--- src/rtl/jpeg_fb_arbiter.sv ---
// Frame-buffer port scheduler: MCU-order decoder writes vs raster reads, round-robin on conflict.
// Writes/read issue combinationally in the grant cycle, read data 1 cycle later; decoder stalled via bi_next.
module jpeg_fb_arbiter #(
    parameter int AW = 20,
    parameter int DW = 24
) (
    input  logic          clk,
    input  logic          rst,
    input  logic [7:0]    cfg_blk_w,
    input  logic          bo_we,
    output logic          bi_next,
    input  logic          bo_begin,
    input  logic          bo_end,
    input  logic [31:0]   bo_data,
    input  logic          rd_req,
    input  logic [AW-1:0] rd_addr,
    output logic          rd_gnt,
    output logic          rd_valid,
    output logic [DW-1:0] rd_data,
    output logic          mem_en,
    output logic          mem_wr,
    output logic [AW-1:0] mem_addr,
    output logic [DW-1:0] mem_wdata,
    input  logic [DW-1:0] mem_rdata,
    output logic          frame_done,
    output logic          busy
);

    logic          prio_wr;
    logic [3:0]    px, py;
    logic [7:0]    bx, by;
    logic [7:0]    blk_w;
    logic [AW-1:0] row_base;
    logic [AW-1:0] mcu_base;
    logic [12:0]   stride13;
    logic [AW-1:0] stride;
    logic [AW-1:0] mcu_stride;
    logic [AW-1:0] wr_addr;
    logic          wr_acc;
    logic          start;
    logic          unused_bits;

    assign unused_bits = ^bo_data[7:0];

    assign bi_next = ~rd_req | prio_wr;
    assign rd_gnt  = rd_req & ~(bo_we & prio_wr);
    assign wr_acc  = bo_we & bi_next;
    assign start   = ~busy | bo_begin;

    // blk_w of 0 encodes 256 MCUs, i.e. a 4096-pixel stride
    assign stride13   = {(blk_w == 8'd0), blk_w, 4'b0000};
    assign stride     = AW'(stride13);
    assign mcu_stride = AW'({stride13, 4'b0000});

    // row_base tracks (by*16+py)*S incrementally; mcu_base tracks by*16*S
    assign wr_addr = start ? '0 : row_base + AW'({bx, 4'b0000}) + AW'(px);

    always_comb begin
        mem_en    = 1'b0;
        mem_wr    = 1'b0;
        mem_addr  = rd_addr;
        mem_wdata = bo_data[31:8];
        if (wr_acc) begin
            mem_en   = 1'b1;
            mem_wr   = 1'b1;
            mem_addr = wr_addr;
        end else if (rd_gnt) begin
            mem_en = 1'b1;
        end
    end

    assign rd_data = mem_rdata;

    always_ff @(posedge clk) begin
        if (rst) begin
            prio_wr    <= 1'b1;
            rd_valid   <= 1'b0;
            frame_done <= 1'b0;
            busy       <= 1'b0;
            px         <= '0;
            py         <= '0;
            bx         <= '0;
            by         <= '0;
            blk_w      <= '0;
            row_base   <= '0;
            mcu_base   <= '0;
        end else begin
            rd_valid   <= rd_gnt;
            frame_done <= wr_acc & bo_end;
            if (bo_we & rd_req)
                prio_wr <= ~prio_wr;
            if (wr_acc) begin
                if (bo_end) begin
                    busy     <= 1'b0;
                    px       <= '0;
                    py       <= '0;
                    bx       <= '0;
                    by       <= '0;
                    row_base <= '0;
                    mcu_base <= '0;
                end else if (start) begin
                    // the start pixel itself lands at 0, so the next one is px=1
                    busy     <= 1'b1;
                    blk_w    <= cfg_blk_w;
                    px       <= 4'd1;
                    py       <= '0;
                    bx       <= '0;
                    by       <= '0;
                    row_base <= '0;
                    mcu_base <= '0;
                end else if (px != 4'd15) begin
                    px <= px + 4'd1;
                end else begin
                    px <= '0;
                    if (py != 4'd15) begin
                        py       <= py + 4'd1;
                        row_base <= row_base + stride;
                    end else begin
                        py <= '0;
                        if (bx != blk_w - 8'd1) begin
                            bx       <= bx + 8'd1;
                            row_base <= mcu_base;
                        end else begin
                            bx       <= '0;
                            by       <= by + 8'd1;
                            mcu_base <= mcu_base + mcu_stride;
                            row_base <= mcu_base + mcu_stride;
                        end
                    end
                end
            end
        end
    end

endmodule

--- config.mk ---
export PLATFORM = sky130hd
export DESIGN_NAME = jpeg_fb_arbiter
export DESIGN_NICKNAME = d
export VERILOG_FILES = /design/src/rtl/jpeg_fb_arbiter.sv
export SDC_FILE = /design/constraint.sdc
export NUM_CORES = 1
export LEC_CHECK = 0
export CAP_MARGIN = 25
export CORE_MARGIN = 2
export CORE_UTILIZATION = 50
export DETAILED_ROUTE_END_ITERATION = 16
export PLACE_DENSITY_LB_ADDON = 0.12
export SLEW_MARGIN = 25
export SYNTH_ARGS = -nofsm -noshare
export SYNTH_HDL_FRONTEND = slang
export SYNTH_SLANG_ARGS = --single-unit
--- constraint.sdc ---
create_clock -name clk -period 7.75 [get_ports clk]
set_input_delay 0.775 -clock clk [delete_from_list [all_inputs] [get_ports clk]]
set_output_delay 0.775 -clock clk [all_outputs]
set_load 0.02 [all_outputs]
* Yosys cells after proc, flatten, opt, wreduce, memory -nomap -nowiden
Index checks and enable logic that the tools add are counted.
Widths: inputs -> output; s select.
** Storage, ports and cells
- Bits in registers :: 68
** Operators by class
- Add/subtract/negate cells :: 8
- Eq/ne operators :: 5
- Muxes and demuxes :: 28
- Bitwise gates (word level) :: 12
- Reduce and logical (&&, ||, !) cells :: 6
** Operators by type and width (number)
- $mux 20 :: 11
- $mux 8 :: 5
- $mux 4 :: 7
- $add 20x12->20 :: 1
- $add 20x13->20 :: 1
- $add 20x17->20 :: 1
- $add 20x4->20 :: 1
- $add 4x1->4 const B :: 2
- $add 8x1->8 const B :: 1
- $logic_not 8->1 :: 1
- $ne 4x4->1 const B :: 2
- $ne 8x8->1 :: 1
- $sub 8x1->8 const B :: 1
- $ne 3x3->1 const B :: 2
- $reduce_and 3->1 :: 2
- $and 1x1->1 :: 5
- $mux 1 :: 5
- $not 1->1 :: 5
- $reduce_and 2->1 :: 2
- $or 1x1->1 :: 2
- $reduce_bool 2->1 :: 1

* Logic depth before layout (Yosys ltp)
- Depth in word-level cells :: 7
- Depth in mapped cells :: 11
- Mapped depth without buffers :: 11

* Worst setup path before layout
Ideal clock, no wire load.
- Kind :: register to output
- From :: register row_base[2]
- To :: output mem_addr[16]
- Arrival time :: 2.637 ns
- Setup slack :: 4.338 ns
- Stages on the path, launching flop included :: 9
- Path buffers :: 0
- Cell sequence :: dfxtp_1 -> ha_1 -> fa_1 -> a21oi_1 -> o221a_2 -> o21a_1 -> or4b_2 -> xor2_1 -> o21ai_0
** Between the ends
- Cells in the longest elaborated chain, start to end :: 4
** Ends and longest elaborated chain
- start, declared :: line 33 : logic [AW-1:0] row_base;
- start signal, assigned :: line 117 : row_base <= row_base + stride;
- start signal, assigned :: line 122 : row_base <= mcu_base;
- start signal, assigned :: line 127 : row_base <= mcu_base + mcu_stride;
- $add 20x12->20 :: line 56 : assign wr_addr = start ? '0 : row_base + AW'({bx, 4'b0000}) + AW'(px);
- $add 20x4->20 :: line 56
- $mux 20 :: line 56
- $mux 20 :: line 63 : if (wr_acc) begin
- end, declared :: line 22 : output logic [AW-1:0] mem_addr,
No other way between the ends.

* Worst setup path after layout
Same ends and word-level chain as after synthesis.

==> results_dict.tcl <==
set metrics [dict create \
    ys_seq_area_frac 0.245 \
    cts_tree "yes" \
    finClkSkew_ps 11.3 \
    diodes 0 \
    avgSynthCellArea_um2 8.20 \
    die_w_um 101 \
    drc 0 \
    hold_ws_ps 507 \
    ir_drop_mv 0.0739 \
    path_clk_slew_ps 70 \
    fmax_ghz 0.237 \
    synth-edff-count 0 \
    worstSetupStartpointType "register" \
    setup_viol 0 \
    initial_core_util 0.510 \
    numPortBuffers 60 \
    multi_input_area_um2 3050 \
    synth_top_area_share 0.245 \
    cp.buffers_inverters 1 \
    ys.warnings.count 0 \
    rr_worst_depth 9 \
    synth_cell_types 62 \
    critical_path_required_ps 6970 \
    ctsResizeCount 0 \
    hp-class "register to register" \
    crit_family "compound AO/OA/AOI/OAI gates" \
    relSlewSlack 0.368 \
    worstSetupEndpoint "mem_addr[16]" \
    slowest_stage "or4b_2" \
    max_stage_delay_ps 680 \
    maxSlewViolCount 0 \
    netlist_top_cells_count "dfxtp_1 (57), nor2_1 (52), buf_4 (49)" \
    drive_above_1_share 0.0564 \
    netlist_area_um2 4670 \
    die_y_um 101 \
    end_kind "primary output" \
    synth_area_leaders "dfxtp_1 (24%), ha_1 (9.4%), buf_4 (7.9%), xnor2_1 (5.3%), xor2_1 (4.3%)" \
    cp-startpoint "row_base[2]$_SDFFE_PP0P_" \
    rsz0062_at_grt "false" \
    ctsHoldBuffers 0 \
    maxCapViolations 0 \
    clk_path_buf_depth 2 \
    outcome "completed" \
    dr.pass1.iters 4 \
    synthToLayoutAreaGrowth_pct 11.6 \
    dp_cells 680 \
    utilization 0.569 \
    synth_ff_type "dfxtp_1" \
    cts-root-buf "clkbuf_8" \
    post_cts_buffers 0 \
    hold_viol 0 \
    routed_wl_um 11500 \
    initialDrtViolationCount 242 \
    p_per_area_nw_per_um2 136 \
    worstPathCellList "ha_1 -> fa_1 -> a21oi_1 -> o221a_2 -> o21a_1 -> or4b_2 -> xor2_1 -> o21ai_0 -> clkdlybuf4s50_1" \
    vias_per_cell 5.91 \
    tns_ps 0 \
    antenna_left 0 \
    grt_pass1_vias 3908 \
    r2r_slack_ps 4390 \
    cts.sinks 57 \
    yosysMostFrequentCell "dfxtp_1" \
    worst_pin_slew_ps 942 \
    stdcell_count 696 \
    worstHoldPathCells 2 \
    io_pins 165 \
    wl_per_cell_um 16.5 \
    antenna_found_initial 0 \
    fin_crit_ps 4220 \
    syn_inst 569 \
    vias 4110 \
    place_congestion 0.889 \
    timing.rr.end "row_base[17]$_SDFFE_PP0P_" \
    grt.overflow.total 0 \
    grt_pass1_wl_um 18600 \
    fin_crit_sh 0.544 \
    row_count 35 \
    crit_type "register to primary output" \
    grtUsageTotal 0.231 \
    arrival_ps 3440 \
    r2r-start "blk_w[2]$_SDFFE_PP0P_" \
    fill_cells 871 \
    dp_hpwl_um 8610 \
    crit_fanout 6 \
    ff_latch_area_um2 1140 \
    htreeDepth 3 \
    core-area_um2 9150 \
    power.leakage_uw 0.00203 \
    synth_top_area_cell "dfxtp_1" \
    finalNetCount 708 \
    syn-num-nets 697 \
    design_area_um2 5210 \
    grt_max_degree 38 \
    place_area_um2 5010 \
    clkLatencyLatePin_ps 350 \
    ys_ff_latch 57 \
    dieArea_um2 10100 \
    cts_buffers 9 \
    synthArstFlopShare 0 \
    worst-path-stages 9 \
]
## layer usage
metal  vias up  part of all wire  track usage  wire, um
li1       2046                 -            -         -
met1      1900              0.47        0.284      5340
met2       141              0.45        0.393      5190
met3        23             0.060       0.0562       688
met4         0             0.021       0.0811       243
met5         -                 0            0         0
## registers in the layout, summed over array words and instances (netlist names)
register,count
bx,8
prio_wr,1
py,4
blk_w,8
mcu_base,12
busy,1
frame_done,1
px,4
row_base,17
rd_valid,1
## power by group
group	internal [uW]	switching, uW	total [uW]
registers	297	8.14	305
logic	57.9	61.8	120
clock network	156	127	284
total	511	197	708
## worst register-to-register path, cell delays in order, from the launching register on
cell and delay, ps:
dfxtp_1 420, or4_4 580, nor4b_1 660, ha_1 410, a21oi_1 230, nand2_1 80, o2bb2ai_1 410, nor3_1 130
a41oi_1 230, o21ai_1 80
## area by class of cell
cell class / instances / share of cell area
Timing Repair Buffer: 64 / 0.121
Clock inverter: 5 / 0.0106
Multi-Input combinational cell: 435 / 0.586
Tap cell: 111 / 0.0267
Sequential cell: 57 / 0.219
Clock buffer: 11 / 0.0272
Inverter: 13 / 0.00937
## cells in the final DEF, fill, tap and decap left out, types with 10 or more instances in the layout
cell type        count
a21oi_1             31
nor3_1              11
nor2_1              52
nand2_1             39
clkdlybuf4s50_1     60
o21ai_0             27
dfxtp_1             57
nand3_1             17
xor2_1              23
mux2i_1             19
xnor2_1             28
inv_1               12
ha_1                35
clkbuf_8            10
a22o_1              14
## cells by family (layout without fill, tap and decap cells)
logic type | count (synthesis) | count (layout) | synth area share
xor+xnor | 51 | 51 | 0.0957
compound gates | 155 | 155 | 0.222
buf+inv | 77 | 93 | 0.102
simple gates | 172 | 172 | 0.188
flops | 57 | 57 | 0.245
mux | 19 | 19 | 0.0408
fa+ha+maj | 38 | 38 | 0.107
## how the worst min path moves through the flow
stage	startpoint	endpoint
5_1_grt	mcu_base[19]$_SDFFE_PP0P_	mcu_base[19]$_SDFFE_PP0P_
3_3_place_gp	mcu_base[19]$_SDFFE_PP0P_	mcu_base[19]$_SDFFE_PP0P_
4_1_cts	mcu_base[19]$_SDFFE_PP0P_	mcu_base[19]$_SDFFE_PP0P_
6_report	row_base[7]$_SDFFE_PP0P_	row_base[7]$_SDFFE_PP0P_
3_5_place_dp	mcu_base[19]$_SDFFE_PP0P_	mcu_base[19]$_SDFFE_PP0P_
2_1_floorplan	row_base[7]$_SDFFE_PP0P_	row_base[7]$_SDFFE_PP0P_
## through the flow
step	total power, uW	worst slack, ps
finish	708	3530
global route	740	3390
CTS	716	3490
detailed placement	431	3900
global placement	429	3920
floorplan	416	4340
Note: power is estimated with default switching activity, not from simulation.
